## src/rtl/pipeline_ctrl_defs.sv

```systemverilog
// Shared types and constants for the pipeline stall/flush sequencer.
package pipeline_ctrl_defs;

  typedef enum logic {
    ST_RUN     = 1'b0,
    ST_MD_WAIT = 1'b1
  } state_t;

  localparam int LOAD_BIT = 3;

  // Hazard sources, highest priority first.
  typedef enum logic [2:0] {
    PRI_NONE,
    PRI_DMEM,
    PRI_MD,
    PRI_BRANCH,
    PRI_LOAD_USE,
    PRI_IMEM
  } prio_t;

  typedef struct packed {
    logic pc_hold;
    logic if_id_hold;
    logic id_ex_hold;
    logic ex_mem_hold;
    logic if_id_flush;
    logic id_ex_flush;
    logic ex_mem_flush;
    logic mem_wb_flush;
  } ctrl_t;

  localparam ctrl_t CTRL_IDLE   = ctrl_t'(8'b0000_0000);
  localparam ctrl_t CTRL_BUBBLE = ctrl_t'(8'b0000_1111);

  // A register that is frozen must not also take a bubble.
  function automatic ctrl_t hold_wins(ctrl_t c);
    ctrl_t r;
    r = c;
    r.if_id_flush  = c.if_id_flush  & ~c.if_id_hold;
    r.id_ex_flush  = c.id_ex_flush  & ~c.id_ex_hold;
    r.ex_mem_flush = c.ex_mem_flush & ~c.ex_mem_hold;
    return r;
  endfunction

  function automatic logic src_hit(
    logic       uses,
    logic [4:0] rs,
    logic [4:0] rd
  );
    return uses && (rs == rd);
  endfunction

endpackage

```

## src/rtl/sat_counter.sv

```systemverilog
// Saturating event counter with synchronous clear.
module sat_counter #(
  parameter int W = 32
) (
  input  logic         CLK,
  input  logic         RESET,
  input  logic         CLR,
  input  logic         INC,
  output logic [W-1:0] COUNT
);

  logic [W-1:0] count_q;
  logic [W-1:0] count_d;

  always_comb begin
    count_d = count_q;
    if (CLR) begin
      count_d = '0;
    end else if (INC && (count_q != {W{1'b1}})) begin
      count_d = count_q + 1'b1;
    end
  end

  always_ff @(posedge CLK or negedge RESET) begin
    if (!RESET) begin
      count_q <= '0;
    end else begin
      count_q <= count_d;
    end
  end

  assign COUNT = count_q;

endmodule

```

## src/rtl/pipeline_ctrl.sv

```systemverilog
// Stall/flush sequencer for the five-stage pipeline, including the
// M-unit start/done handshake and the stall/flush event counters.
import pipeline_ctrl_defs::*;

module pipeline_ctrl #(
  parameter int MD_TIMEOUT = 64,
  parameter int CNT_W      = 32
) (
  input  logic             CLK,
  input  logic             RESET,
  input  logic [4:0]       ID_REG_READ_ADDR1,
  input  logic [4:0]       ID_REG_READ_ADDR2,
  input  logic             ID_USES_RS1,
  input  logic             ID_USES_RS2,
  input  logic [3:0]       EX_DATA_MEM_READ,
  input  logic [4:0]       EX_REG_WRITE_ADDR,
  input  logic             EX_MD_REQ,
  input  logic             MD_DONE,
  input  logic             BRANCH_TAKEN,
  input  logic             INST_MEM_BUSY,
  input  logic             DATA_MEM_BUSY,
  input  logic             CNT_CLEAR,
  output logic             PC_HOLD,
  output logic             IF_ID_HOLD,
  output logic             ID_EX_HOLD,
  output logic             EX_MEM_HOLD,
  output logic             IF_ID_FLUSH,
  output logic             ID_EX_FLUSH,
  output logic             EX_MEM_FLUSH,
  output logic             MEM_WB_FLUSH,
  output logic             MD_START,
  output logic             MD_ERROR,
  output logic [CNT_W-1:0] STALL_CYCLES,
  output logic [CNT_W-1:0] FLUSH_EVENTS
);

  localparam int TW = $clog2(MD_TIMEOUT + 1);
  localparam logic [TW-1:0] TMO_LAST = TW'(MD_TIMEOUT - 1);

  state_t        state_q, state_d;
  logic [TW-1:0] tmo_q, tmo_d;
  logic          md_err_q, md_err_d;

  prio_t prio;
  ctrl_t ctrl_raw;
  ctrl_t ctrl;
  logic  md_start_raw;
  logic  md_stall;
  logic  load_use;
  logic  br_take;
  logic  unused_ok;

  assign unused_ok = ^EX_DATA_MEM_READ;

  assign load_use = EX_DATA_MEM_READ[LOAD_BIT]
    && (EX_REG_WRITE_ADDR != 5'd0)
    && (src_hit(ID_USES_RS1, ID_REG_READ_ADDR1, EX_REG_WRITE_ADDR)
     || src_hit(ID_USES_RS2, ID_REG_READ_ADDR2, EX_REG_WRITE_ADDR));

  always_comb begin
    state_d      = state_q;
    tmo_d        = tmo_q;
    md_err_d     = md_err_q;
    md_start_raw = 1'b0;
    md_stall     = 1'b0;
    prio         = PRI_NONE;
    if (DATA_MEM_BUSY) begin
      prio = PRI_DMEM;
    end else begin
      if (state_q == ST_RUN) begin
        if (EX_MD_REQ) begin
          md_start_raw = 1'b1;
          if (!MD_DONE) begin
            md_stall = 1'b1;
            state_d  = ST_MD_WAIT;
            tmo_d    = '0;
          end
        end
      end else if (MD_DONE) begin
        state_d = ST_RUN;
        tmo_d   = '0;
      end else if (tmo_q == TMO_LAST) begin
        // Give up on the M-unit and let the pipeline drain.
        md_err_d = 1'b1;
        state_d  = ST_RUN;
        tmo_d    = '0;
      end else begin
        md_stall = 1'b1;
        tmo_d    = tmo_q + 1'b1;
      end
      if (md_stall) begin
        prio = PRI_MD;
      end else if (BRANCH_TAKEN) begin
        prio = PRI_BRANCH;
      end else if (load_use) begin
        prio = PRI_LOAD_USE;
      end else if (INST_MEM_BUSY) begin
        prio = PRI_IMEM;
      end
    end
  end

  always_comb begin
    ctrl_raw = CTRL_IDLE;
    unique case (prio)
      PRI_DMEM: begin
        ctrl_raw.pc_hold      = 1'b1;
        ctrl_raw.if_id_hold   = 1'b1;
        ctrl_raw.id_ex_hold   = 1'b1;
        ctrl_raw.ex_mem_hold  = 1'b1;
        ctrl_raw.mem_wb_flush = 1'b1;
      end
      PRI_MD: begin
        ctrl_raw.pc_hold      = 1'b1;
        ctrl_raw.if_id_hold   = 1'b1;
        ctrl_raw.id_ex_hold   = 1'b1;
        ctrl_raw.ex_mem_flush = 1'b1;
      end
      PRI_BRANCH: begin
        ctrl_raw.if_id_flush = 1'b1;
        ctrl_raw.id_ex_flush = 1'b1;
      end
      PRI_LOAD_USE: begin
        ctrl_raw.pc_hold     = 1'b1;
        ctrl_raw.if_id_hold  = 1'b1;
        ctrl_raw.id_ex_flush = 1'b1;
      end
      PRI_IMEM: begin
        ctrl_raw.pc_hold     = 1'b1;
        ctrl_raw.if_id_flush = 1'b1;
      end
      default: ctrl_raw = CTRL_IDLE;
    endcase
  end

  always_comb begin
    ctrl     = hold_wins(ctrl_raw);
    MD_START = md_start_raw;
    br_take  = (prio == PRI_BRANCH);
    if (!RESET) begin
      ctrl     = CTRL_BUBBLE;
      MD_START = 1'b0;
      br_take  = 1'b0;
    end
  end

  always_ff @(posedge CLK or negedge RESET) begin
    if (!RESET) begin
      state_q  <= ST_RUN;
      tmo_q    <= '0;
      md_err_q <= 1'b0;
    end else begin
      state_q  <= state_d;
      tmo_q    <= tmo_d;
      md_err_q <= md_err_d;
    end
  end

  assign PC_HOLD      = ctrl.pc_hold;
  assign IF_ID_HOLD   = ctrl.if_id_hold;
  assign ID_EX_HOLD   = ctrl.id_ex_hold;
  assign EX_MEM_HOLD  = ctrl.ex_mem_hold;
  assign IF_ID_FLUSH  = ctrl.if_id_flush;
  assign ID_EX_FLUSH  = ctrl.id_ex_flush;
  assign EX_MEM_FLUSH = ctrl.ex_mem_flush;
  assign MEM_WB_FLUSH = ctrl.mem_wb_flush;
  assign MD_ERROR     = md_err_q;

  sat_counter #(
    .W(CNT_W)
  ) u_stall_cnt (
    .CLK  (CLK),
    .RESET(RESET),
    .CLR  (CNT_CLEAR),
    .INC  (ctrl.pc_hold),
    .COUNT(STALL_CYCLES)
  );

  sat_counter #(
    .W(CNT_W)
  ) u_flush_cnt (
    .CLK  (CLK),
    .RESET(RESET),
    .CLR  (CNT_CLEAR),
    .INC  (br_take),
    .COUNT(FLUSH_EVENTS)
  );

endmodule

```

## config.mk

```make
export PLATFORM = sky130hd
export DESIGN_NAME = pipeline_ctrl
export DESIGN_NICKNAME = d
export VERILOG_FILES = /design/src/rtl/pipeline_ctrl_defs.sv /design/src/rtl/sat_counter.sv /design/src/rtl/pipeline_ctrl.sv
export SDC_FILE = /design/constraint.sdc
export NUM_CORES = 1
export LEC_CHECK = 0
export ABC_AREA = 1
export BUFFER_PORTS_ARGS = -buffer_cell sky130_fd_sc_hd__buf_2
export CORE_ASPECT_RATIO = 1.25
export CORE_UTILIZATION = 51
export DETAILED_ROUTE_END_ITERATION = 7
export PLACE_DENSITY = 0.78
export SETUP_SLACK_MARGIN = 0.02
export SKIP_LAST_GASP = 1
export SLEW_MARGIN = 20
export SYNTH_ARGS = -nofsm -noshare
export SYNTH_HDL_FRONTEND = slang
export SYNTH_SLANG_ARGS = --single-unit
```

## constraint.sdc

```tcl
create_clock -name CLK -period 1.9 [get_ports CLK]
set_input_delay 0.475 -clock CLK [delete_from_list [all_inputs] [get_ports CLK]]
set_output_delay 0.475 -clock CLK [all_outputs]
set_load 0.1 [all_outputs]
```

==> results.txt, run 1 <==
- Starting utilization of the core area: 0.5294
- Data required time at the worst endpoint: 1.42 ns
- Synth-to-Final Area Change: 50.21%
- The number of antenna violations at the first check in global routing came to 0.
- The via count of the first global-routing pass was 5952.
- Along the worst path, the maximum fanout reaches 3.
* Weighted congestion reported at the end of routability-driven placement: 0.9623
* Routed metal-1 wire length: 6.460 mm
- Register bit total from synthesis: 73
- Final core occ: 0.7952
* Final hold vios: 0
- Yosys mapped a number of flops with a built-in enable equal to 0.
- The die is 114.0 um tall.
- The first detailed-routing pass took 7 iterations.
* Maximum number of pins on one net before global-route repair: 70
- In this run the critical register-to-register path is captured at u_stall_cnt.COUNT[19].
- For this run, the post-layout net count is 982.
- The die is 91.56 um wide.
- Dividing the detail-routed wire length by the instance count gives 16.51 um.
- Count of yosys warnings during synthesis: 0
* Max IR drop VDD: 0.0005325 V
* Seq/Total Area, Yosys: 0.3572
* First-pass GRT wire length: 27.21 mm
* Clk slew on worst S/H paths: 0.06 ns
- Counting instances in the post-synthesis netlist gives the leading cell types as 256 x sky130_fd_sc_hd__nand2_1, 99 x sky130_fd_sc_hd__nor2_1, 80 x sky130_fd_sc_hd__inv_1.
- For this run, design rule violations remaining after detail routing come to 0.
- Post-synthesis cell type with the largest combined area: sky130_fd_sc_hd__dfrtp_1
- Count leader, synth: sky130_fd_sc_hd__nand2_1
- Summed over all cells, the static leakage comes to 0.003531 uW.
- Detailed-placement wirelength estimate: 11.74 mm
* Clock tree from TritonCTS: built
- Arrival time at the worst endpoint: 2.11 ns
* Kind of launch point of the worst setup path: flip-flop
- OpenSTA, run right after detailed placement, puts the worst setup slack at -0.2851 ns.
* Async set or reset register ratio after synthesis: 1.000
* Result of the run: complete, but fails checks
- Placed Cells incl. Taps: 1042
- The critical path in this run is classified as flip-flop to output pin.
* Cells taking the most area after synthesis: sky130_fd_sc_hd__dfrtp_1 36%, sky130_fd_sc_hd__nand2_1 19%, sky130_fd_sc_hd__nor2_1 7.3%
- Mean post-synth cell area: 6.641 sq um
- Of the cells placed in the final design, the portion with a size suffix greater than 1 is 0.3874.
- Die footprint: 0.01043 sq mm
- Count of different cell masters after synthesis: 38
- Count of final max-slew check failures: 0
- The detail route stage leaves a number of antenna-violating nets equal to 0.
- Of the post-synthesis cell area, the dominant cell type holds 0.3572.
- Buffers placed on the I/O ports in this run total 99.
* Overall Global Routing Usage: 0.3312
* Top-Level Pins: 103
- Clock tree synthesis inserted a total of 9 buffers.
- Via total after detailed routing: 5982
- Synthesis handed over a netlist of 770 instances.
- The clock reaches the later pin of the worst-skew pair after 0.34 ns.
- For this design the ratio of total power to cell area is 543.9 mW/mm^2.
- Worst Hold Slack: 0.1407 ns
* Number of DRC markers after the initial detailed-route iteration: 362
- Setup repair after global routing could not meet its margin everywhere.
* Clk Tree Root Cell: sky130_fd_sc_hd__clkbuf_16
- Hold WC Path Type: primary input to async pin
- The final layout contains routed wiring with a total length of 17.85 mm.
* Endpoints failing setup: 70
- # rows: 40
* Detail Route met2 WL: 9.323 mm
- Worst R2R Start: tmo_q[1]
- When the netlist entered floorplanning its net count stood at 802.
* Via/cell ratio: 5.534
- Failing checks: setup timing
* Path depth of the worst reg2reg path: 17
- Slack of the critical path: -0.6859 ns
* Sinks on the clock net: 73
- Final clock skew: 0.003638 ns
- After floorplanning, the core was sized to cover 0.009659 sq mm.
- Summing every instance area after synthesis gives 0.005114 sq mm.
- The longest clock path from root to sink contains 2 buffers.
- Setup total negative slack on the finished layout was measured at -17.44 ns.
* Antenna cell count: 0
- The worst register-to-register path has a setup slack of -0.33 ns.
- The worst path in the final design needs a cycle of 2.586 ns, including I/O delays and setup.
- At the pin with the least slew margin, the transition time is 0.9087 ns.
- Dividing the final minimum period by the clock period gives 1.361.
- Global routing finished with a remaining overflow of 0.
* Category of the worst setup path capture point: output pin
- In this run the top signal layer used is met4.
- Routed wl met3: 1.105 mm
* Count of placed standard cells in the final layout, fillers left out: 1081
- For this run, the top clock speed supported by timing is 0.3867 GHz.
* Max-cap violations: 0
- Slew margin rel.: 0.3942
- Prevailing post-synth register cell: sky130_fd_sc_hd__dfrtp_1
- In this run the number of H-tree levels came out at 3.
[through the flow]
step / area (sq um) / power, uW
3_5_place_dp: 6646 / 2379
5_1_grt: 7681 / 4289
4_1_cts: 7327 / 4093
3_3_place_gp: 6646 / 2357
6_report: 7681 / 4178
2_1_floorplan: 5419 / 2085
[worst max path at each step]
stage	depth (start not counted)	slack, ns	start	endpoint
after floorplan	11	-0.45	tmo_q[0]	PC_HOLD
after global placement	10	-0.25	BRANCH_TAKEN	IF_ID_FLUSH
after detailed placement	14	-0.29	tmo_q[0]	IF_ID_FLUSH
after CTS	14	-0.62	tmo_q[0]	IF_ID_FLUSH
after global routing	14	-0.78	tmo_q[0]	IF_ID_FLUSH
final	14	-0.69	tmo_q[1]	IF_ID_FLUSH
[logic make-up after synthesis]
kind of cell,Yosys count,synth area share
DFF,73,0.3572
buffers and inverters,103,0.08613
AOI/OAI and AO/OA,56,0.06264
xor gates and xnor gates,39,0.06680
and+or+nand+nor,496,0.4199
adders and majority gates,3,0.007341
[report_power, final]
group | leakage [uW] | switching, uW | internal (uW)
Combinational | 0.00248 | 570 | 328
Clock | 0.000145 | 674 | 986
Sequential | 0.000902 | 34.4 | 1590
[critical path, cell delays in order (launching register included)]
cell                      delay [ns]
sky130_fd_sc_hd__dfrtp_1        0.41
sky130_fd_sc_hd__ha_4           0.18
sky130_fd_sc_hd__nand2_4        0.06
sky130_fd_sc_hd__nor2_4         0.12
sky130_fd_sc_hd__nand2_2        0.08
sky130_fd_sc_hd__nand2_4        0.08
sky130_fd_sc_hd__nand2_4        0.06
sky130_fd_sc_hd__nor2_4         0.15
sky130_fd_sc_hd__nand3_4        0.10
sky130_fd_sc_hd__nand2_2        0.08
sky130_fd_sc_hd__inv_2          0.06
sky130_fd_sc_hd__nand2_2        0.09
sky130_fd_sc_hd__nand2_4        0.07
sky130_fd_sc_hd__nand2_8        0.06
sky130_fd_sc_hd__buf_12         0.17
[registers in the layout, indices dropped and copies added, names as in the netlist]
register           flops
tmo_q                  7
state_q                1
u_flush_cnt.COUNT     32
u_stall_cnt.COUNT     32
MD_ERROR               1
[area by class of cell]
type                            count  area, sq um
Clock buffer                       13        270.3
Clock inverter                      3        15.01
Fill cell                         654         1978
Inverter                           82        330.3
Multi-Input combinational cell    595         3413
Sequential cell                    73         1964
Tap cell                          126        157.7
Timing Repair Buffer              188         1521
Timing Repair inverter              1        8.758
[routing by layer]
metal	track usage	vias to the layer above
met5	0	-
met4	0.1915	0
met3	0.04667	86
met2	0.6145	295
met1	0.3573	2764
li1	-	2837
[timing repair]
action	4_1_cts	5_1_grt
resized for setup	35	77
pin swaps	8	22
cloned	5	1
hold buffers	0	0
setup endpoints to repair	71	72
setup buffers	19	5
[cells in the final DEF (no fill, tap or decap), drive strengths merged, types with 11 or more instances in the layout]
master	count
nand2	262
buf	187
nor2	104
inv	82
dfrtp	73
nand3	60
nor3	45
o21ai	33
xor2	29
nand4	18
clkbuf	14
o31ai	11
(Power assumes the default switching activity.)
==> inputs of run 2 (changes only) <==
Settings changed: CORE_UTILIZATION 51 to 58, CTS_BUF_LIST from default to sky130_fd_sc_hd__clkbuf_8, PLACE_DENSITY 0.78 to 0.84.
Clock period 1.9 ns to 2.4 ns, I/O delays scaled along.
==> results.txt, run 2 (synthesis gave the netlist of run 1 again) <==
- Transition time at the pin with the least slew margin: 0.5510 ns (was 0.9087 ns)
- The clock-pin slew reported for the worst setup and hold paths after clock tree synthesis came to 0.08 ns (was 0.06 ns).
- CTS buffer count: 9 (unchanged)
- Register area: 0.001832 sq mm (was 0.001964 sq mm)
- Drt pass-1 iters: 7 (unchanged)
* RSZ-0062 raised after global routing: yes (unchanged)
- First-pass GRT wire length: 24.21 mm (was 27.21 mm)
- Final clock skew: 0.009185 ns (was 0.003638 ns)
- Pleak: 0.003050 uW (was 0.003531 uW)
- The post-route DRC violation count was 0 (unchanged).
- Clk Tree Root Cell: sky130_fd_sc_hd__clkbuf_8 (was sky130_fd_sc_hd__clkbuf_16)
- DR WL/cell: 15.02 um (was 16.51 um)
- Data required time at the worst endpoint: 1.80 ns (was 1.42 ns)
- Failing checks: setup timing (unchanged)
- The critical register-to-register path startpoint is tmo_q[0] (was tmo_q[1]).
* Count of final max-slew check failures: 0 (unchanged)
- The clock latency of the later-clocked register in the worst-skew pair is 0.37 ns (was 0.34 ns).
* Most frequent standard cell in the layout excluding fill and tap cells: sky130_fd_sc_hd__nand2_1 (unchanged)
* Max IR drop VDD: 0.0004856 V (was 0.0005325 V)
* CTS H-tree lvls: 3 (unchanged)
- The total number of vias is 5591 (was 5982).
- Max-cap violations: 0 (unchanged)
- The layout-stage area growth over the synthesis result is 23.39% (was 50.21%).
- Number of global-route vias before repair: 5128 (was 5952)
- Sinks on the clock net: 73 (unchanged)
- The endpoint class of the critical path is an output pin (unchanged).
- The overall die width was 85.99 um (was 91.56 um).
* Count of placed standard cells in the final layout, fillers left out: 1006 (was 1081)
- Final hold vios: 0 (unchanged)
- Placed Cells incl. Taps: 983 (was 1042)
* Die Height: 107.0 um (was 114.0 um)
- Power per unit of standard cell area: 465.6 mW/mm^2 (was 543.9 mW/mm^2)
* Port Buffer Count: 99 (unchanged)
* Area used by multi-input combinational logic: 0.002945 sq mm (was 0.003413 sq mm)
* Slack of the critical path: -0.2413 ns (was -0.6859 ns)
- The count of filler cells inserted in the layout is 680 (was 654).
* # rows: 37 (was 40)
* Category of the most critical setup path: flip-flop to output pin (unchanged)
* Number of nets in the layout: 916 (was 982)
- Highest achievable clock rate: 0.3786 GHz
- The count of nets left with antenna violations after detail routing came to 0 (unchanged).
- Post-CTS Hold Fix Bufs: 0 (unchanged)
- The arrival time at the worst endpoint was 2.04 ns (was 2.11 ns).
- The internal reg-to-reg setup slack came to 0 ns (was -0.33 ns).
* Largest fanout of any net on the critical path: 2 (was 3)
- The share of cells above drive strength 1 came to 0.2047 (was 0.3874).
- The total inserted antenna cells is 0 (unchanged).
- Final core occ: 0.7530 (was 0.7952)
- The class of the tightest hold or removal check was primary input to async pin (unchanged).
* Number of DRC markers after the initial detailed-route iteration: 504 (was 362)
* Slew margin rel.: 0.6327 (was 0.3942)
- The sum of routed wire length over all layers came to 15.11 mm (was 17.85 mm).
- The count of boundary I/O pins was 103 (unchanged).
- The worst-case reg-to-reg path depth came to 13 (was 17).
- Reg-to-Reg End: u_flush_cnt.COUNT[22] (was u_stall_cnt.COUNT[19])
* Shortest period the worst path allows: 2.641 ns
- Overall Global Routing Usage: 0.3366 (was 0.3312)
* Endpoints failing setup: 6 (was 70)
- The largest net degree at the start of global routing was 49 (was 70).
* Floorplan core area: 0.008379 sq mm (was 0.009659 sq mm)
* Detailed-placement wirelength estimate: 11.05 mm (was 11.74 mm)
- The leftover overflow at the end of global routing is 0 (unchanged).
- CTS max path bufs: 2 (unchanged)
* Share of the clock period used by the worst path: 1.101
- Result of the run: complete, but fails checks (unchanged)
- The effective utilization at floorplan was 0.6103 (was 0.5294).
- The via density per instance is 5.558 (was 5.534).
- The clock tree from TritonCTS is built (unchanged).
* Die footprint: 0.009199 sq mm (was 0.01043 sq mm)
- Kind of launch point of the worst setup path: flip-flop (unchanged)
- Most frequent cells in the layout: 247 x sky130_fd_sc_hd__nand2_1, 98 x sky130_fd_sc_hd__nor2_1, 89 x sky130_fd_sc_hd__buf_2 (was 229 x sky130_fd_sc_hd__nand2_1, 93 x sky130_fd_sc_hd__nor2_1, 89 x sky130_fd_sc_hd__buf_2)
* Weighted congestion reported at the end of routability-driven placement: 0.9875 (was 0.9623)
* Antenna violations before repair: 0 (unchanged)
- The setup TNS after final layout is -1.070 ns (was -17.44 ns).
==> run 2: cell types whose count changed in the layout (fill, tap and decap cells not counted), moves of 11 or more <==
cell	delta
sky130_fd_sc_hd__dfrtp_4	-23
sky130_fd_sc_hd__dfrtp_1	+60
sky130_fd_sc_hd__o31ai_1	+11
sky130_fd_sc_hd__buf_4	-47
sky130_fd_sc_hd__nand2_1	+18
sky130_fd_sc_hd__dfrtp_2	-37
sky130_fd_sc_hd__o21ai_2	-11
sky130_fd_sc_hd__o21ai_0	+17
==> run 2: layer usage <==
layer  global-route usage  wire [um]
met1               0.4183       6002
met2               0.5782       7710
met3              0.04619       1075
met4               0.1512        325
met5                    0          0
==> run 2: cell type report <==
type	count	area share
clock buffer	10	0.02181
sequential	73	0.2903
tap	117	0.02320
multi-input combinational	594	0.4668
timing repair buffer	123	0.1335
timing repair inverter	1	0.0007932
clock inverter	6	0.01428
inverter	82	0.04938
==> run 2: repair_timing <==
item | 4_1_cts | 5_1_grt
gates resized for setup | 10 | 4
cloned | 0 | 1
endpoints found under the setup margin | 6 | 8
buffers inserted | 6 | 0
hold endpoints to repair | 0 | 0
pin swaps | 7 | 5
==> run 2: how the worst max path moves through the flow <==
stage	start	slack, ns	to	cells after the start
global placement	EX_REG_WRITE_ADDR[2]	0.02	IF_ID_FLUSH	12
floorplan	tmo_q[0]	-0.09	PC_HOLD	11
global route	tmo_q[0]	-0.33	IF_ID_FLUSH	14
finish	tmo_q[0]	-0.24	IF_ID_FLUSH	14
CTS	tmo_q[0]	-0.29	IF_ID_HOLD	11
detailed placement	BRANCH_TAKEN	-0.02	IF_ID_FLUSH	10
==> run 2: per-stage QoR <==
stage / hold slack [ns] / total power [uW] / setup slack (ns) / area (sq um)
floorplan: 0.3044 / 1628 / -0.09042 / 5182
global placement: 0.4504 / 1796 / 0.01778 / 5989
detailed placement: 0.4538 / 1812 / -0.02424 / 5989
CTS: 0.1001 / 2933 / -0.2878 / 6294
global route: 0.1075 / 3031 / -0.3326 / 6310
finish: 0.1070 / 2938 / -0.2413 / 6310
==> run 2: power breakdown <==
part / internal, uW / switching [uW]
registers: 1250 / 26.9
clock network: 617 / 508
logic: 158 / 378
==> run 2: worst max-delay path: stages (launching register included) <==
cell	delay (ns)
sky130_fd_sc_hd__dfrtp_1	0.38
sky130_fd_sc_hd__ha_2	0.20
sky130_fd_sc_hd__nand2_2	0.07
sky130_fd_sc_hd__nor2_4	0.10
sky130_fd_sc_hd__nand2_2	0.08
sky130_fd_sc_hd__nand2_2	0.09
sky130_fd_sc_hd__nand2_4	0.06
sky130_fd_sc_hd__nor2_4	0.14
sky130_fd_sc_hd__nand2_2	0.09
sky130_fd_sc_hd__nand2_2	0.08
sky130_fd_sc_hd__inv_2	0.05
sky130_fd_sc_hd__nand2_2	0.05
sky130_fd_sc_hd__nand2_2	0.06
sky130_fd_sc_hd__nand2_4	0.06
sky130_fd_sc_hd__buf_12	0.17
==> inputs of run 3 (changes only) <==
Settings changed: CORE_UTILIZATION 58 to 55, PLACE_DENSITY 0.84 to 0.8.
==> results.txt, run 3 (synthesis gave the netlist of run 1 again) <==
- Result of the run: complete, but fails checks (unchanged).
- Failing checks: DRC, setup timing (was setup timing)
- Final clock skew: 0.01476 ns (was 0.009185 ns)
* Antenna viol nets, final: 0 (unchanged)
* Reg2Reg Setup Slack: -0.28 ns (was 0 ns)
- Die Height: 109.8 um (was 107.0 um)
- Antenna violations before repair: 0 (unchanged)
- The cts-stage hold buffer count was 0 (unchanged).
- Die footprint: 0.009690 sq mm (was 0.009199 sq mm)
- First-pass GRT wire length: 25.18 mm (was 24.21 mm)
* Post-detailed-placement cell area: 0.005977 sq mm (was 0.005989 sq mm)
* Via/cell ratio: 5.601 (was 5.558)
- Number of DRC violations after detailed routing: 3 (was 0)
* Transition time at the pin with the least slew margin: 0.6029 ns (was 0.5510 ns)
- The endpoint class of the critical path is a flip-flop (was output pin).
- Aggregate global routing overflow: 0 (unchanged)
- Data required time at the worst endpoint: 2.64 ns (was 1.80 ns)
- The sum of routed wire length over all layers was 15.53 mm (was 15.11 mm).
- Gate power share: 0.194 (was 0.183)
- CP Cell Sequence: ha_4, nand2_4, nor2_4, nand2_2, buf_4, buf_4, buf_4, buf_4, buf_4, buf_4, buf_4, buf_4, buf_4, buf_4, buf_4, buf_4, buf_4, nand3_2, a22oi_1 (was ha_2, nand2_2, nor2_4, nand2_2, nand2_2, nand2_4, nor2_4, nand2_2, nand2_2, inv_2, nand2_2, nand2_2, nand2_4, buf_12).
- Switch share: 0.3227 (was 0.3107)
* Most frequent cells in the layout: 248 x sky130_fd_sc_hd__nand2_1, 98 x sky130_fd_sc_hd__nor2_1, 89 x sky130_fd_sc_hd__buf_2 (was 247 x sky130_fd_sc_hd__nand2_1, 98 x sky130_fd_sc_hd__nor2_1, 89 x sky130_fd_sc_hd__buf_2)
- The most frequent standard cell in the layout excluding fill and tap cells is sky130_fd_sc_hd__nand2_1 (unchanged).
- Weighted congestion reported at the end of routability-driven placement: 1.005 (was 0.9875)
* Arrival time at the worst endpoint: 2.92 ns (was 2.04 ns)
* Net Switching: 896.3 uW (was 912.8 uW)
- Pleak: 0.003127 uW (was 0.003050 uW)
* Kind of launch point of the worst setup path: flip-flop (unchanged)
- Slew margin rel.: 0.5981 (was 0.6327)
* Delay contributed by the slowest stage of the critical path: 0.41 ns (was 0.38 ns)
- RSZ-0062 raised after global routing: yes (unchanged).
- The clock root buffer master is sky130_fd_sc_hd__clkbuf_8 (unchanged).
- The overall fraction of global-route tracks in use came to 0.3350 (was 0.3366).
- Worst R2R Start: tmo_q[1] (was tmo_q[0])
- Count of final max-slew check failures: 0 (unchanged)
- Cell family with the largest share of critical-path delay: buffers and inverters (was simple AND/OR/NAND/NOR gates)
- The placeable core region is 0.009076 sq mm (was 0.008379 sq mm).
- The via count of the first global-routing pass is 5514 (was 5128).
- Via total after detailed routing: 5758 (was 5591)
* Clock tree from TritonCTS: built (unchanged)
- # rows: 39 (was 37)
* Reg-to-Reg End: tmo_q[2] (was u_flush_cnt.COUNT[22])
- The final number of setup-violating endpoints came to 7 (was 6).
* Number of nets in the layout: 932 (was 916)
* Slack of the critical path: -0.2844 ns (was -0.2413 ns)
- The count of boundary I/O pins was 103 (unchanged).
- The post-layout instance area is 0.006409 sq mm (was 0.006310 sq mm).
- The share of the cycle needed by the critical path after routing was 1.118 (was 1.101).
- Number of buffer and inverter instances along the worst setup path: 13 (was 2)
- Horizontal die dimension: 88.25 um (was 85.99 um)
- The share of cells above drive strength 1 is 0.2166 (was 0.2047).
- Slowest cell on the critical path: sky130_fd_sc_hd__dfrtp_1 (unchanged)
* Maximum number of pins on one net before global-route repair: 49 (unchanged)
- The average routed wire per standard cell is 15.11 um (was 15.02 um).
* Detailed-placement wirelength estimate: 10.98 mm (was 11.05 mm)
* Largest fanout of any net on the critical path: 2 (unchanged)
- The highest attainable clock frequency is 0.3725 GHz (was 0.3786 GHz).
* Category of the most critical setup path: flip-flop to flip-flop (was flip-flop to output pin)
* Drt pass-1 iters: 7 (unchanged)
- Synth-to-Final Area Change: 25.32% (was 23.39%)
- The dominant cell type by count on the critical path is sky130_fd_sc_hd__buf_4 (was sky130_fd_sc_hd__nand2_2).
- Number of DRC markers after the initial detailed-route iteration: 359 (was 504)
* Port Buffer Count: 99 (unchanged)
- Sequential cell fraction of total power: 0.461 (was 0.435)
- The shortest clock period the worst path allows after layout was 2.684 ns (was 2.641 ns).
- Skew-Pair Late Insertion Delay: 0.36 ns (was 0.37 ns)
* Clk slew on worst S/H paths: 0.08 ns (about the same)
- The cell-internal power is 1881 uW (was 2025 uW).
- The count of filler cells inserted in the layout was 785 (was 680).
- The clock sink count came to 73 (unchanged).
- The total inserted antenna cells was 0 (unchanged).
- Max-cap violations: 0 (unchanged)
- The number of placed instances with taps included is 988 (was 983).
- The largest voltage drop on the vdd net was 0.0003154 V (was 0.0004856 V).
- The number of failing hold endpoints at the final stage is 0 (unchanged).
- CTS H-tree lvls: 3 (unchanged)
* Clock share of power: 0.345 (was 0.383)
- The class of the tightest hold or removal check was primary input to async pin (unchanged).
* Power per unit of standard cell area: 433.4 mW/mm^2 (was 465.6 mW/mm^2)
- Count of placed standard cells in the final layout, fillers left out: 1028 (was 1006)
- CTS buffer count: 9 (unchanged)
- CTS max path bufs: 2 (unchanged)
- Starting utilization of the core area: 0.5634 (was 0.6103)
* Path depth of the worst reg2reg path: 19 (was 13)
-- run 3: cell count changes in the layout (fill, tap and decap cells not counted), sizes merged --
| cell | before | now |
|---|---|---|
| clkinv | 2 | 3 |
| bufinv | 2 | 1 |
| inv | 82 | 84 |
| clkinvlp | 3 | 1 |
| buf | 123 | 140 |
| clkbuf | 10 | 9 |
-- run 3: metrics by stage --
stage	hold WS [ns]	total power, uW	TNS (ns)	worst slack, ns	utilization
final	0.06474	2778	-1.213	-0.2844	0.7061
after floorplan	0.3044	1628	-0.1759	-0.09042	-
after global placement	0.4360	1794	0	0.04388	0.6585
after detailed placement	0.4377	1808	0	0.002195	0.6585
after global routing	0.05795	2874	-1.785	-0.3339	0.7061
after CTS	0.05970	2761	-1.303	-0.2691	0.7003
-- run 3: repair_timing --
item,in CTS,in global routing
setup buffers,22,2
pin swaps,7,8
resized for setup,7,10
endpoints found under the hold margin,0,0
endpoints found under the setup margin,6,54
-- run 3: worst max-delay path by stage --
stage / slack, ns / from / endpoint / cells past startpoint
after global routing: -0.33 / tmo_q[0] / IF_ID_FLUSH / 14
after detailed placement: 0.002 / EX_REG_WRITE_ADDR[2] / IF_ID_FLUSH / 12
after floorplan: -0.09 / tmo_q[0] / PC_HOLD / 11
after CTS: -0.27 / tmo_q[1] / IF_ID_HOLD / 11
final: -0.28 / tmo_q[1] / tmo_q[2] / 19
after global placement: 0.04 / BRANCH_TAKEN / IF_ID_FLUSH / 10
-- run 3: power by group through the flow --
stage	sequential (uW)	clock (uW)	combinational, uW
floorplan	1360	0	267
global placement	1300	0	495
detailed placement	1300	0	508
CTS	1270	959	528
global route	1280	1010	579
finish	1280	959	539
-- run 3: cell type report --
class / count / area [sq um] / area share
sequential: 73 / 1832 / 0.2858
inverter: 82 / 307.8 / 0.04803
timing repair buffer: 140 / 957.2 / 0.1494
clock buffer: 9 / 123.9 / 0.01933
tap: 123 / 153.9 / 0.02401
clock inverter: 7 / 63.81 / 0.009957
multi-input combinational: 594 / 2970 / 0.4635
-- run 3: layer usage --
metal  up-vias  routed length, um  GRT usage
met3        66                799    0.04505
met2       257               8113     0.5951
met5         -                  0          0
met1      2717               5814     0.3647
li1       2718                  -          -
met4         0                807     0.2304
